`src/rtl/vga_pkg.sv`:
```
// Shared VGA constants and types.
// Ball motion FSM states and the signed axis arithmetic type.
package vga_pkg;

  localparam int H_ACTIVE = 640;
  localparam int V_ACTIVE = 480;

  typedef enum logic [1:0] {
    ST_LAUNCH = 2'd0,
    ST_RUN    = 2'd1,
    ST_PAUSED = 2'd2
  } state_t;

  typedef logic signed [10:0] step_t;

endpackage

```
`src/rtl/ball_axis_step.sv`:
```
// One-axis reflect/clamp step for the ball centre (combinational).
// pos/dir/step/lo/hi in; nxt_pos/nxt_dir/hit out.
module ball_axis_step
  import vga_pkg::*;
(
  input  logic [9:0] pos,
  input  logic       dir,
  input  step_t      step,
  input  step_t      lo,
  input  step_t      hi,
  output logic [9:0] nxt_pos,
  output logic       nxt_dir,
  output logic       hit
);

  step_t cur;
  step_t fwd;
  step_t bwd;

  assign cur = $signed({1'b0, pos});
  assign fwd = cur + step;
  assign bwd = cur - step;

  always_comb begin
    nxt_pos = pos;
    nxt_dir = dir;
    hit     = 1'b0;
    if (dir) begin
      if (fwd >= hi) begin
        nxt_pos = hi[9:0];
        nxt_dir = 1'b0;
        hit     = 1'b1;
      end else begin
        nxt_pos = fwd[9:0];
      end
    end else begin
      if (bwd <= lo) begin
        nxt_pos = lo[9:0];
        nxt_dir = 1'b1;
        hit     = 1'b1;
      end else begin
        nxt_pos = bwd[9:0];
      end
    end
  end

endmodule

```
`src/rtl/ball_motion_ctrl.sv`:
```
// Per-frame ball motion engine: launch hold, run/pause, edge bounce.
// In: clk rst_n frame_tick pause speed_sel. Out: ball_x/y dir_x/y bounce hit_flash state_o.
module ball_motion_ctrl #(
  parameter int H_ACTIVE      = vga_pkg::H_ACTIVE,
  parameter int V_ACTIVE      = vga_pkg::V_ACTIVE,
  parameter int BALL_SIZE     = 20,
  parameter int X_INIT        = 320,
  parameter int Y_INIT        = 240,
  parameter int SPEED_BASE    = 2,
  parameter int LAUNCH_FRAMES = 60,
  parameter int FLASH_FRAMES  = 8
) (
  input  logic       clk,
  input  logic       rst_n,
  input  logic       frame_tick,
  input  logic       pause,
  input  logic [1:0] speed_sel,
  output logic [9:0] ball_x,
  output logic [9:0] ball_y,
  output logic       dir_x,
  output logic       dir_y,
  output logic       bounce,
  output logic       hit_flash,
  output logic [1:0] state_o
);

  import vga_pkg::*;

  localparam int LW = $clog2(LAUNCH_FRAMES + 1);
  localparam int FW = $clog2(FLASH_FRAMES + 1);

  localparam step_t X_MIN = step_t'(BALL_SIZE);
  localparam step_t X_MAX = step_t'(H_ACTIVE - BALL_SIZE);
  localparam step_t Y_MIN = step_t'(BALL_SIZE);
  localparam step_t Y_MAX = step_t'(V_ACTIVE - BALL_SIZE);

  state_t        state;
  state_t        state_nxt;
  logic [LW-1:0] launch_cnt;
  logic [LW-1:0] launch_nxt;
  logic [FW-1:0] flash_cnt;
  logic [FW-1:0] flash_nxt;
  logic          move;
  logic          hit_any;
  step_t         step;

  logic [9:0] nx;
  logic [9:0] ny;
  logic       ndx;
  logic       ndy;
  logic       hx;
  logic       hy;

  assign step    = step_t'(SPEED_BASE * (int'(speed_sel) + 1));
  assign state_o = state;
  assign hit_any = move & (hx | hy);

  ball_axis_step u_x (
    .pos     (ball_x),
    .dir     (dir_x),
    .step    (step),
    .lo      (X_MIN),
    .hi      (X_MAX),
    .nxt_pos (nx),
    .nxt_dir (ndx),
    .hit     (hx)
  );

  ball_axis_step u_y (
    .pos     (ball_y),
    .dir     (dir_y),
    .step    (step),
    .lo      (Y_MIN),
    .hi      (Y_MAX),
    .nxt_pos (ny),
    .nxt_dir (ndy),
    .hit     (hy)
  );

  always_comb begin
    state_nxt  = state;
    launch_nxt = launch_cnt;
    move       = 1'b0;
    case (state)
      ST_LAUNCH: begin
        if (frame_tick) begin
          launch_nxt = launch_cnt + LW'(1);
          if (launch_cnt == LW'(LAUNCH_FRAMES - 1))
            state_nxt = ST_RUN;
        end
      end
      ST_RUN: begin
        if (frame_tick) begin
          if (pause) state_nxt = ST_PAUSED;
          else       move      = 1'b1;
        end
      end
      ST_PAUSED: begin
        if (frame_tick && !pause)
          state_nxt = ST_RUN;
      end
      default: begin
        state_nxt  = ST_LAUNCH;
        launch_nxt = '0;
      end
    endcase
  end

  // Hit reloads; otherwise each frame counts the flash down.
  always_comb begin
    flash_nxt = flash_cnt;
    if (hit_any)
      flash_nxt = FW'(FLASH_FRAMES);
    else if (frame_tick && flash_cnt != '0)
      flash_nxt = flash_cnt - FW'(1);
  end

  always_ff @(posedge clk or negedge rst_n) begin
    if (!rst_n) begin
      state      <= ST_LAUNCH;
      launch_cnt <= '0;
      flash_cnt  <= '0;
      hit_flash  <= 1'b0;
      bounce     <= 1'b0;
      ball_x     <= 10'(X_INIT);
      ball_y     <= 10'(Y_INIT);
      dir_x      <= 1'b1;
      dir_y      <= 1'b1;
    end else begin
      state      <= state_nxt;
      launch_cnt <= launch_nxt;
      flash_cnt  <= flash_nxt;
      hit_flash  <= (flash_nxt != '0);
      bounce     <= hit_any;
      if (move) begin
        ball_x <= nx;
        ball_y <= ny;
        dir_x  <= ndx;
        dir_y  <= ndy;
      end
    end
  end

endmodule

```
`config.mk`:
```
export PLATFORM = sky130hd
export DESIGN_NAME = ball_motion_ctrl
export DESIGN_NICKNAME = d
export VERILOG_FILES = /design/src/rtl/vga_pkg.sv /design/src/rtl/ball_axis_step.sv /design/src/rtl/ball_motion_ctrl.sv
export SDC_FILE = /design/constraint.sdc
export NUM_CORES = 1
export LEC_CHECK = 0
export ABC_CLOCK_PERIOD_IN_PS = 2700
export CELL_PAD_IN_SITES_DETAIL_PLACEMENT = 2
export CELL_PAD_IN_SITES_GLOBAL_PLACEMENT = 2
export CORE_MARGIN = 2
export CORE_UTILIZATION = 31
export CTS_CLUSTER_DIAMETER = 120
export DETAILED_ROUTE_END_ITERATION = 12
export HOLD_SLACK_MARGIN = 0.15
export PLACE_DENSITY = 0.78
export RECOVER_POWER = 100
export SLEW_MARGIN = 15
export SYNTH_ARGS = -nofsm -noshare
export SYNTH_HDL_FRONTEND = slang
export SYNTH_SLANG_ARGS = --single-unit
```
`constraint.sdc`:
```
create_clock -name clk -period 2.7 [get_ports clk]
set_clock_uncertainty 0.05 [all_clocks]
set_input_delay 0.405 -clock clk [delete_from_list [all_inputs] [get_ports clk]]
set_output_delay 0.405 -clock clk [all_outputs]
set_load 0.02 [all_outputs]
```
After elaboration in Yosys (flattened, before gate mapping)
Cells that the tools add are included.

Bits in registers: 36. Input port bits: 6. Output and inout bits: 26.

Add/subtract/negate cells: 7. Magnitude comparators: 4. Eq/ne operators: 8. Muxes and demuxes: 29. Bitwise logic cells: 3. Reductions and logical operators: 9.

Operators with widths (number): two-way mux 10 bit (6); adder 10 x 4 -> 11 bit (2); less-or-equal comparator 11 x 6 -> 1 bit (second input constant) (2); subtractor 10 x 4 -> 11 bit (2); two-way mux 1 bit (13); case mux 6 bit (2 select lines) (1); >= comparator 11 x 10 -> 1 bit (second input constant) (1); >= comparator 11 bit (second input constant) (1); two-way mux 2 bit (5); inequality test 2 bit (second input constant) (5); two-way mux 4 bit (2); nonzero test 4 bit (2); adder 6 x 1 -> 6 bit (second input constant) (1); == test 6 bit (second input constant) (1); two-way mux 6 bit (1); case mux 2 bit (3 select lines) (1); AND reduction 5 bit (1); subtractor 4 x 1 -> 4 bit (second input constant) (1); adder 2 x 1 -> 3 bit (second input constant) (1); == test 2 x 1 -> 1 bit (second input constant) (1); == test 2 bit (second input constant) (1); logical AND 1 bit (2); zero test 2 bit (1); AND reduction 2 bit (1); other kinds (5) (5).

Longest topological paths before layout
Gate-level depths: netlist of run 1.

Depth in word-level cells: 9. Depth in mapped cells: 12. Mapped depth without buffers: 11.

By module
From an unflattened synthesis of run 1, not the netlist that was laid out.

Cells, all modules: 621. Area, all modules: 5440.2 µm².

By module, submodules not included: ball_axis_step at u_y (instances 1, cells each 242, area each 1853.0 µm²); ball_axis_step at u_x (instances 1, cells each 243, area each 1851.8 µm²); ball_motion_ctrl (instances 1, cells each 136, area each 1735.4 µm²).

Least setup slack after synthesis of run 1
No wires, ideal clock.

Kind: in2reg. From: input port speed_sel[0]. To: register hit_flash. Library setup time: 0.124 ns. Arrival: 2.909 ns. Setup slack: -0.383 ns. Stages: 10. Buffers on the path: 0. Path through: ha_1 inv_1 fa_1 nand2_1 nor2_1 a2111oi_0 o31a_1 o21ai_1 a32o_2 a211o_1.

Word-level cells in the longest chain between the ends: 9.

RTL lines: start: declaration (RTL line ball_motion_ctrl.sv:17) `input logic [1:0] speed_sel,`; adder 2 x 1 -> 3 bit (*) (RTL line ball_motion_ctrl.sv:54) `assign step = step_t'(SPEED_BASE * (int'(speed_sel) + 1));`; subtractor 10 x 4 -> 11 bit or adder 10 x 4 -> 11 bit (tied branches) (RTL line ball_axis_step.sv:22, ball_axis_step.sv:21); less-or-equal comparator 11 x 6 -> 1 bit, or another cell as far along (RTL line ball_axis_step.sv:37) `if (bwd <= lo) begin`; two-way mux 1 bit, on equally long branches (RTL line ball_axis_step.sv:37, ball_axis_step.sv:29); two-way mux 1 bit (RTL line ball_axis_step.sv:28) `if (dir) begin`; OR 1 bit (*) (RTL line ball_motion_ctrl.sv:56) `assign hit_any = move & (hx | hy);`; AND 1 bit (*) (RTL line ball_motion_ctrl.sv:56); two-way mux 4 bit (*) (RTL line ball_motion_ctrl.sv:112) `if (hit_any)`; nonzero test 4 bit (*) (RTL line ball_motion_ctrl.sv:133) `hit_flash <= (flash_nxt != '0);`; end signal: assignment (RTL line ball_motion_ctrl.sv:133); end: declaration (RTL line ball_motion_ctrl.sv:23) `output logic hit_flash,`.

Mark *: on every way between the ends. The rest lies on a longest branch, timed or not. A chain may end at the register's enable or synchronous reset.

Worst setup path after layout of run 1
From: register ball_y[1]. To: register hit_flash.

Word-level cells in the longest chain between the ends: 8.

RTL lines: start: declaration (RTL line ball_motion_ctrl.sv:19) `output logic [9:0] ball_y,`; start signal: assignment (RTL line ball_motion_ctrl.sv:126) `ball_y <= 10'(Y_INIT);`; start signal: assignment (RTL line ball_motion_ctrl.sv:137) `ball_y <= ny;`; subtractor 10 x 4 -> 11 bit or adder 10 x 4 -> 11 bit (tied branches) (RTL line ball_axis_step.sv:22, ball_axis_step.sv:21); less-or-equal comparator 11 x 6 -> 1 bit or >= comparator 11 x 10 -> 1 bit (tied branches) (RTL line ball_axis_step.sv:37, ball_axis_step.sv:29); two-way mux 1 bit, on equally long branches (RTL line ball_axis_step.sv:37, ball_axis_step.sv:29); two-way mux 1 bit (*) (RTL line ball_axis_step.sv:28); OR 1 bit (*) (RTL line ball_motion_ctrl.sv:56); AND 1 bit (*) (RTL line ball_motion_ctrl.sv:56); two-way mux 4 bit (*) (RTL line ball_motion_ctrl.sv:112); nonzero test 4 bit (*) (RTL line ball_motion_ctrl.sv:133).

Marks and branches as above.

==> results of run 1 <==
-- power groups by stage --
stage | clock network, mW | registers, mW | logic [mW]
global route | 0.639 | 1.11 | 4.88
finish | 0.620 | 1.09 | 4.68
global placement | 0 | 0.992 | 3.08
detailed placement | 0 | 1.02 | 3.28
floorplan | 0 | 1.05 | 1.77
CTS | 0.613 | 1.03 | 3.87
-- state kept, by name (all words and copies together) (netlist names) --
signal	count
ball_x	9
ball_y	9
launch_cnt	6
flash_cnt	4
state_o	2
bounce	1
dir_x	1
dir_y	1
hit_flash	1
-- layer usage --
metal	part of all wire	vias to the layer above	global-route usage
li1	-	1669	-
met1	0.38	2002	0.338
met4	0.046	0	0.104
met3	0.052	71	0.0455
met2	0.52	179	0.550
met5	0	-	0
-- how the worst min path moves through the flow --
stage / startpoint / endpoint / cells after the start
2_1_floorplan: rst_n / ball_x[1]$_DFFE_PN0P_ / 0
3_3_place_gp: flash_cnt[3]$_DFF_PN0_ / hit_flash$_DFF_PN0_ / 1
3_5_place_dp: flash_cnt[3]$_DFF_PN0_ / hit_flash$_DFF_PN0_ / 1
4_1_cts: rst_n / state_o[0]$_DFFE_PN0P_ / 1
5_1_grt: flash_cnt[3]$_DFF_PN0_ / hit_flash$_DFF_PN0_ / 1
6_report: flash_cnt[3]$_DFF_PN0_ / hit_flash$_DFF_PN0_ / 1
-- cells in the final DEF, fill, tap and decap left out, types with 8 or more instances in the layout --
| cell | instances |
|---|---|
| ha_4 | 9 |
| buf_6 | 8 |
| nand3_1 | 13 |
| a21oi_2 | 9 |
| nand2_1 | 23 |
| dlygate4sd3_1 | 22 |
| buf_4 | 97 |
| inv_1 | 21 |
| ha_1 | 9 |
| dfstp_2 | 8 |
| dfrtp_1 | 24 |
| nor3_1 | 12 |
| o21ai_1 | 8 |
| o21ai_0 | 10 |
| xnor2_1 | 10 |
| a21oi_1 | 18 |
| nor2_1 | 21 |
-- worst register-to-register path, cell delays in order (launching register included) --
cell,delay [ps]
dfrtp_2,450
inv_2,100
ha_4,170
inv_4,40
fa_2,620
nand2b_4,90
a22oi_2,270
o311ai_4,150
o2111ai_4,330
nand2_4,90
a32o_2,290
a211o_1,280
-- synth_stat cells, types with 6 or more instances --
cell type / number
inv_1: 29
a21oi_1: 28
nand2_1: 27
dfrtp_1: 26
nor2_1: 24
o21ai_0: 20
ha_1: 18
nor3_1: 15
nand3_1: 14
xnor2_1: 13
clkbuf_1: 12
dfstp_2: 8
a21o_1: 7
a31oi_1: 7
o21ai_1: 7
a211o_1: 6
and3_1: 6
nand2b_1: 6
nand4_1: 6
-- cell families after synthesis --
family                   Yosys count  synth area share
AO/OA/AOI/OAI                    129             0.284
adder cells (fa/ha/maj)           22            0.0970
AND/OR/NAND/NOR                  130             0.219
buffers and inverters             51            0.0707
multiplexers                       4            0.0131
XOR/XNOR                          15            0.0417
other                              1           0.00119
flip-flops                        34             0.273
-- final cells by class --
type                            count  area [um2]  area share
Clock buffer                        5        68.8      0.0135
Clock inverter                      3        68.8      0.0135
Inverter                           29         114      0.0224
Timing Repair Buffer              137        1140       0.224
Tap cell                          133         166      0.0327
Sequential cell                    34         863       0.170
Multi-Input combinational cell    302        2660       0.524
-- repair_timing --
item / 4_1_cts / 5_1_grt
cloned: 0 / 1
hold buffers: 0 / 0
resized for setup: 73 / 62
setup endpoints to repair: 26 / 26
buffers inserted: 16 / 13
pin swaps: 27 / 30
-- metrics by stage --
stage / std cells / util / area [um2]
floorplan: 387 / - / 3210
global placement: 607 / 0.425 / 4170
detailed placement: 607 / 0.425 / 4170
CTS: 630 / 0.484 / 4750
global route: 643 / 0.518 / 5080
finish: 643 / 0.518 / 5080
==> results.yml, run 1 <==
clock_network:
  cts-htree-levels: 2
  cts_tree: "built"
  cts_sinks: 34
  clkTransAtPathRegs_ps: 90
  ctsRootBufferMaster: "clkbuf_8"
  clockBufferDepth: 2
  clk_latency_ps: 320
  cts_made_buffers: 5
logic_synthesis:
  synth_area_leaders: "dfrtp_1 21%, ha_1 7.2%, dfstp_2 6.7%"
  yosysTopAreaCell: "dfrtp_1"
  seq_area_frac_synth: 0.273
  syn_area_per_cell_um2: 8.16
  async_flop_share: 1.00
  netlist_instances: 386
  netlist.area_leader.share: 0.207
  ys.flop_type: "dfrtp_1"
  synth_seq_cells: 34
  yosysUniqueCellTypes: 69
  synth_edf_count: 0
  synth_area_um2: 3150
  ys_warn_count: 0
worst_setup_path:
  crit_start: "ball_y[1]$_DFFE_PN0P_"
  cp_cell_sequence: "inv_2 -> ha_4 -> inv_4 -> fa_2 -> nand2b_4 -> a22oi_2 -> o311ai_4 -> o2111ai_4 -> nand2_4 -> a32o_2 -> a211o_1"
  cp-start-kind: "flip-flop"
  critical_path_buf_inv_count: 2
  worst_path_max_delay_cell: "fa_2"
  endpoint: "hit_flash$_DFF_PN0_"
  cp-end-kind: "flip-flop"
  slowest_delay_ps: 620
  path_delay_family: "compound AO/OA/AOI/OAI gates"
  arrival_ps: 3190
  rr_endpoint: "hit_flash$_DFF_PN0_"
  crit_type: "flip-flop to flip-flop"
  worstPathRequired_ps: 2850
  reg2reg_slack_ps: -350
  r2r-start: "ball_y[1]$_DFFE_PN0P_"
  worstPathMaxFanout: 6
  r2r.worst_path.cells: 11
  cp.depth: 11
timing:
  slew_violations: 35
  setup_viol: 26
  rsz0062_at_grt: "true"
  final.setup.worst_slack_ps: -348
  final.setup.tns_ps: -5480
  fin_crit_sh: 1.13
  tightest_slew_ps: 2160
  fin_hold_ws_ps: 531
  max_freq_mhz: 328
  period_needed_ps: 3050
  relSlewSlack: -0.439
  finalHoldViolCount: 0
route:
  dr_total_vias: 3921
  drt-total-wl_mm: 19.0
  remaining_drc_errors: 0
  dr.pass1.iters: 5
  vias_per_cell: 6.10
  antenna_left: 0
  drt_iter0_drc: 230
  wl_per_cell_um: 29.6
power_and_ir_drop:
  pwr-share-comb: 0.733
  p_sw_mw: 3.22
  p_int_mw: 3.16
  powerDensity_nw_per_um2: 1260
  p_seq_frac: 0.170
  pwr-share-clk: 0.097
  p_total_mw: 6.38
  irDropWorstVdd_mv: 0.489
  swShare: 0.505
  leakage_nw: 2.08
run_status:
  outcome: "complete, but fails checks"
  violations: "capacitance limit, slew limit, setup timing"
global_route:
  grt-ovfl-total: 0
  antenna_found_initial: 0
  grt_max_degree: 35
  grt_pass1_vias: 4285
  grt_first_pass_wirelength_mm: 25.0
  track_usage: 0.295
floorplanning:
  pin_count: 32
  dieArea_um2: 11000
  die_h_um: 105
  fp-row-count: 36
  die_w_um: 105
  core_um2: 9820
  initial_core_util: 0.321
placement:
  pre_cts_slack_ps: -937
  place_congestion: 0.850
  dpl.hpwl_mm: 9.30
  port_buffers: 29
layout:
  syn2layout_area_growth_pct: 61.4
  layout.nets: 537
  drive_gt1_frac: 0.435
  n_antenna_cell: 0
  nFillCells: 1065
worst_hold_path:
  hold_path_class: "flip-flop to flip-flop"
job:
  drv_cap: 1
Note: power is estimated with default switching activity, not from simulation.
==> run 2, diff against run 1 <==
--- a/config.mk
+++ b/config.mk
@@ -6,10 +6,9 @@
 export NUM_CORES = 1
 export LEC_CHECK = 0
 export ABC_CLOCK_PERIOD_IN_PS = 2700
-export CELL_PAD_IN_SITES_DETAIL_PLACEMENT = 2
-export CELL_PAD_IN_SITES_GLOBAL_PLACEMENT = 2
+export CORE_ASPECT_RATIO = 0.75
 export CORE_MARGIN = 2
-export CORE_UTILIZATION = 31
+export CORE_UTILIZATION = 51
 export CTS_CLUSTER_DIAMETER = 120
 export DETAILED_ROUTE_END_ITERATION = 12
 export HOLD_SLACK_MARGIN = 0.15
==> run 2 against run 1 <==
The flow finishes with violations (setup timing); maximum frequency is 10% higher; critical endpoint unchanged; largest cell class unchanged; clock power is 5.0% lower; die area is 38% lower; final cell count is 13% lower; worst hold slack worse by 33 ps; first-iteration DRC count is 84% higher.
==> results.yml, run 2 (synthesized netlist as in run 1, its figures left out) <==
timing:
  fin_crit_sh: 1.02
  finalHoldViolCount: 0
  setup_viol: 7
  slew_violations: 0
  relSlewSlack: 0.392
  final.setup.worst_slack_ps: -66.2
  fin_hold_ws_ps: 498
  rsz0062_at_grt: "true"
  tightest_slew_ps: 912
  period_needed_ps: 2770
  max_freq_mhz: 362
floorplanning:
  fp-row-count: 24
  die_h_um: 72.0
  dieArea_um2: 6820
  pin_count: 32
  initial_core_util: 0.535
  core_um2: 5890
  die_w_um: 94.7
global_route:
  grt_pass1_vias: 3261
  grt_first_pass_wirelength_mm: 16.3
  grt-ovfl-total: 0
  track_usage: 0.306
  grt_max_degree: 35
  antenna_found_initial: 0
clock_network:
  clk_latency_ps: 300
  clkTransAtPathRegs_ps: 80
  hold_buffers: 0
  clockBufferDepth: 2
  cts_made_buffers: 5
  cts_sinks: 34
  cts-htree-levels: 2
  cts_tree: "built"
  ctsRootBufferMaster: "clkbuf_8"
layout:
  syn2layout_area_growth_pct: 45.2
  multi_input_area_um2: 2460
  n_antenna_cell: 0
  final_area_um2: 4570
  drive_gt1_frac: 0.350
  top_regs: "ball_x (9), ball_y (9), launch_cnt (6)"
  fin_util: 0.777
  nFillCells: 382
  regArea_um2: 862
  layout.nets: 507
  layout_commonest_cell: "buf_4"
  layout_common_cells: "71 x buf_4, 26 x nand2_1, 25 x dfrtp_1"
run_status:
  outcome: "complete, but fails checks"
  violations: "setup timing"
power_and_ir_drop:
  p_total_mw: 5.32
  powerDensity_nw_per_um2: 1160
  irDropWorstVdd_mv: 0.721
  swShare: 0.460
  p_int_mw: 2.87
  p_sw_mw: 2.44
  p_seq_frac: 0.206
  leakage_nw: 1.91
  pwr-share-clk: 0.111
  pwr-share-comb: 0.683
worst_setup_path:
  worst_path_max_delay_cell: "dfrtp_1"
  cp_cell_sequence: "inv_2 -> ha_4 -> inv_2 -> fa_2 -> nand2_4 -> nor2_4 -> a2111oi_4 -> o31a_1 -> o21ai_2 -> a32o_2 -> a211o_1"
  slowest_delay_ps: 440
  worstPathMaxFanout: 4
  arrival_ps: 2910
  cp-end-kind: "flip-flop"
  r2r.worst_path.cells: 11
  cp-start-kind: "flip-flop"
  crit_path_frequent_cell: "inv_2"
  worstPathRequired_ps: 2840
  crit_type: "flip-flop to flip-flop"
route:
  vias_per_cell: 6.40
  antenna_left: 0
  drt_iter0_drc: 424
  wl_met1_mm: 4.48
  dr_total_vias: 3573
  route.met2.wl_mm: 4.95
  drt-total-wl_mm: 10.7
  wl_per_cell_um: 19.1
  remaining_drc_errors: 0
  dr.pass1.iters: 6
  met3WireLength_um: 981
  routed.top_layer: "met4"
placement:
  place_congestion: 0.959
  dpl.hpwl_mm: 6.71
  port_buffers: 29
  post_dp_cell_area_um2: 4010
worst_hold_path:
  hold_depth: 1
  hold_path_class: "flip-flop to flip-flop"
job:
  drv_cap: 0
## run 2: cell types whose count changed in the layout (fill, tap and decap cells not counted), moves of 3 or more
cell | previous run | this run
a21oi_1 | 18 | 22
a21oi_2 | 9 | 6
buf_4 | 97 | 71
dlygate4sd3_1 | 22 | 6
buf_6 | 8 | 4
clkdlybuf4s50_1 | 4 | 21
o21ai_0 | 10 | 14
nand2_1 | 23 | 26
o21ai_2 | 7 | 4
## run 2: final timing paths
| check | startpoint | endpoint | slack, ps |
|---|---|---|---|
| worst min-delay path | flash_cnt[3]$_DFF_PN0_ | hit_flash$_DFF_PN0_ | 500 |
| max in group asynchronous | rst_n | ball_y[2]$_DFFE_PN0P_ | 1270 |
| worst max-delay path | ball_x[1]$_DFFE_PN0P_ | hit_flash$_DFF_PN0_ | -70 |
| worst min register to register | flash_cnt[3]$_DFF_PN0_ | hit_flash$_DFF_PN0_ | 500 |
| worst max register to register | ball_x[1]$_DFFE_PN0P_ | hit_flash$_DFF_PN0_ | -70 |
| min in group asynchronous | rst_n | ball_x[9]$_DFFE_PN0P_ | 710 |
## run 2: routing by layer
layer  global-route usage  vias to the layer above
li1                     -                     1607
met1                0.440                     1695
met2                0.480                      231
met3               0.0602                       40
met4               0.0676                        0
met5                    0                        -
## run 2: cell type report
type,count,area share
repair buffers,107,0.198
clock buffers,5,0.0151
multi-input cells,302,0.538
well taps,78,0.0213
clock inverters,3,0.0151
inverters,29,0.0244
flip-flops and latches,34,0.189
## run 2: worst max-delay path: cells and delay by family, from the launching register on
| kind | cells | cell delay, ps |
|---|---|---|
| compound gates | 5 | 1280 |
| fa+ha+maj | 2 | 580 |
| flops | 1 | 440 |
| simple gates | 2 | 180 |
| buf+inv | 2 | 150 |
## run 2: power groups by stage
stage / clock (mW) / sequential (mW) / combinational [mW]
finish: 0.589 / 1.09 / 3.63
global route: 0.624 / 1.12 / 3.87
CTS: 0.594 / 1.05 / 3.14
detailed placement: 0 / 1.05 / 2.94
global placement: 0 / 1.03 / 2.86
floorplan: 0 / 1.05 / 1.77
## run 2: what timing repair did
action	in CTS	in global routing
buffers inserted	7	6
gates resized for setup	32	55
endpoints found under the setup margin	26	26
pin swaps	15	32
## run 2: through the flow
step | instances | setup TNS, ps | setup slack, ps
floorplan | 387 | -48.9 | -48.9
global placement | 538 | -16020 | -779
detailed placement | 538 | -17460 | -813
CTS | 553 | 0 | 4.92
global route | 558 | -1650 | -164
finish | 558 | -295 | -66.2
==> run 3, diff against run 2 <==
--- a/config.mk
+++ b/config.mk
@@ -9,10 +9,11 @@
 export CORE_ASPECT_RATIO = 0.75
 export CORE_MARGIN = 2
 export CORE_UTILIZATION = 51
+export CTS_BUF_LIST = sky130_fd_sc_hd__clkbuf_16
 export CTS_CLUSTER_DIAMETER = 120
 export DETAILED_ROUTE_END_ITERATION = 12
 export HOLD_SLACK_MARGIN = 0.15
-export PLACE_DENSITY = 0.78
+export PLACE_DENSITY_LB_ADDON = 0.05
 export RECOVER_POWER = 100
 export SLEW_MARGIN = 15
 export SYNTH_ARGS = -nofsm -noshare
==> run 3 against run 2 <==
The run ends with capacitance limit, slew limit, setup timing left; clock power increased by 14%; total power decreased by 1.1%; non-clock buffer count shrank 4; core utilization up 0.15 points; setup slack gained 31 ps; register-to-register slack improved by 30 ps; first-iteration DRC count fell by 26%; combinational power shrank 4%; maximum frequency increased by 1.1%; sequential power about the same; routed wire length shrank 8.1%; critical path type unchanged.
==> results.yml, run 3 (synthesized netlist as in run 1, its figures left out) <==
run_status:
  outcome: "complete, but fails checks"
  violations: "capacitance limit, slew limit, setup timing"
timing:
  rsz0062_at_grt: "true"
  period_needed_ps: 2740
  relSlewSlack: -0.285
  finalHoldViolCount: 0
  max_freq_mhz: 366
  slew_violations: 35
  setup_viol: 5
  final.setup.tns_ps: -147
  tightest_slew_ps: 1930
  fin_crit_sh: 1.01
  final.setup.worst_slack_ps: -35.4
clock_network:
  hold_buffers: 0
  cts-htree-levels: 2
  clockBufferDepth: 2
  cts_made_buffers: 5
  ctsRootBufferMaster: "clkbuf_16"
  cts_sinks: 34
  clk_latency_ps: 280
  cts_tree: "built"
  clkTransAtPathRegs_ps: 60
global_route:
  track_usage: 0.290
  grt_max_degree: 35
  antenna_found_initial: 0
  grt-ovfl-total: 0
  grt_pass1_vias: 3106
  grt_first_pass_wirelength_mm: 15.6
layout:
  layout.nets: 503
  drive_gt1_frac: 0.340
  layout_commonest_cell: "buf_4"
  final_area_um2: 4580
  fin_cells: 554
  n_antenna_cell: 0
  nFillCells: 419
  top_regs: "ball_x (9), ball_y (9), launch_cnt (6)"
  layout_common_cells: "68 x buf_4, 26 x dfrtp_1, 25 x nand2_1"
  syn2layout_area_growth_pct: 45.5
placement:
  post_dp_cell_area_um2: 3960
  place_congestion: 0.925
  dpl.hpwl_mm: 6.66
  dp.cells: 533
  port_buffers: 29
route:
  dr.pass1.iters: 5
  vias_per_cell: 6.15
  remaining_drc_errors: 0
  routed.top_layer: "met4"
  wl_met1_mm: 4.63
  drt_iter0_drc: 313
  met3WireLength_um: 698
  route.met2.wl_mm: 4.32
  antenna_left: 0
  dr_total_vias: 3409
  wl_per_cell_um: 17.7
  drt-total-wl_mm: 9.81
worst_setup_path:
  slowest_delay_ps: 430
  cp_cell_sequence: "inv_2 -> ha_4 -> inv_4 -> fa_2 -> nand2_4 -> nor2_4 -> a2111oi_4 -> o31a_1 -> o21ai_2 -> a32o_2 -> a211o_1"
  crit_type: "flip-flop to flip-flop"
  path_delay_family: "compound AO/OA/AOI/OAI gates"
  worstPathMaxFanout: 4
  worstPathRequired_ps: 2810
  critical_path_buf_inv_count: 2
  worst_path_max_delay_cell: "fa_2"
  cp-end-kind: "flip-flop"
  arrival_ps: 2850
  cp-start-kind: "flip-flop"
power_and_ir_drop:
  p_total_mw: 5.26
  leakage_nw: 1.89
  powerDensity_nw_per_um2: 1150
  irDropWorstVdd_mv: 0.625
worst_hold_path:
  hold_path_class: "flip-flop to flip-flop"
floorplanning:
  initial_core_util: 0.535
  fp-row-count: 24
  die_w_um: 94.7
  dieArea_um2: 6820
  pin_count: 32
  core_um2: 5890
  die_h_um: 72.0
job:
  drv_cap: 1
## run 3: layout make-up
class                           count  area [um2]  area share
Clock buffer                        5         125      0.0273
Tap cell                           78        97.6      0.0213
Inverter                           29         116      0.0254
Multi-Input combinational cell    302        2480       0.541
Clock inverter                      3        45.0     0.00983
Timing Repair Buffer              103         860       0.188
Sequential cell                    34         861       0.188
## run 3: what timing repair did
item                       CTS  global route
gates resized for setup     46            46
setup buffers                8             6
gates cloned                 0             0
pin swaps                   22            26
setup endpoints to repair   26            22
## run 3: per-layer routing
metal / track usage / vias to the layer above
met4: 0.0692 / 0
met1: 0.444 / 1640
met3: 0.0447 / 17
met5: 0 / -
met2: 0.432 / 152
li1: - / 1600
## run 3: power breakdown
group	switching, mW	total, mW	leakage, nW	internal, mW
Clock	0.238	0.674	0.0760	0.435
Sequential	0.380	1.10	0.391	0.721
Combinational	1.77	3.48	1.42	1.71
## run 3: worst reg2reg max path: cells and delay by family (launching register included)
kind,cells,cell delay (ps)
flops,1,410
fa+ha+maj,2,590
buf+inv,2,140
compound gates,5,1240
simple gates,2,180
## run 3: through the flow
stage               hold slack (ps)   util  setup slack [ps]
floorplan                      59.4      -             -48.9
global placement                454  0.673              -714
detailed placement              470  0.673              -797
CTS                             499  0.738             -14.5
global route                    527  0.778              -171
finish                          495  0.778             -35.4
## run 3: path summary, 6_finish.rpt
check / startpoint / endpoint / slack [ps] / cells past startpoint
max reg2reg: ball_x[1]$_DFFE_PN0P_ / hit_flash$_DFF_PN0_ / -40 / 11
max: ball_x[1]$_DFFE_PN0P_ / hit_flash$_DFF_PN0_ / -40 / 11
min reg2reg: flash_cnt[3]$_DFF_PN0_ / hit_flash$_DFF_PN0_ / 490 / 1
max in group asynchronous: rst_n / ball_x[5]$_DFFE_PN0P_ / 340 / 2
min: flash_cnt[3]$_DFF_PN0_ / hit_flash$_DFF_PN0_ / 490 / 1
min in group asynchronous: rst_n / ball_x[7]$_DFFE_PN0P_ / 1140 / 2
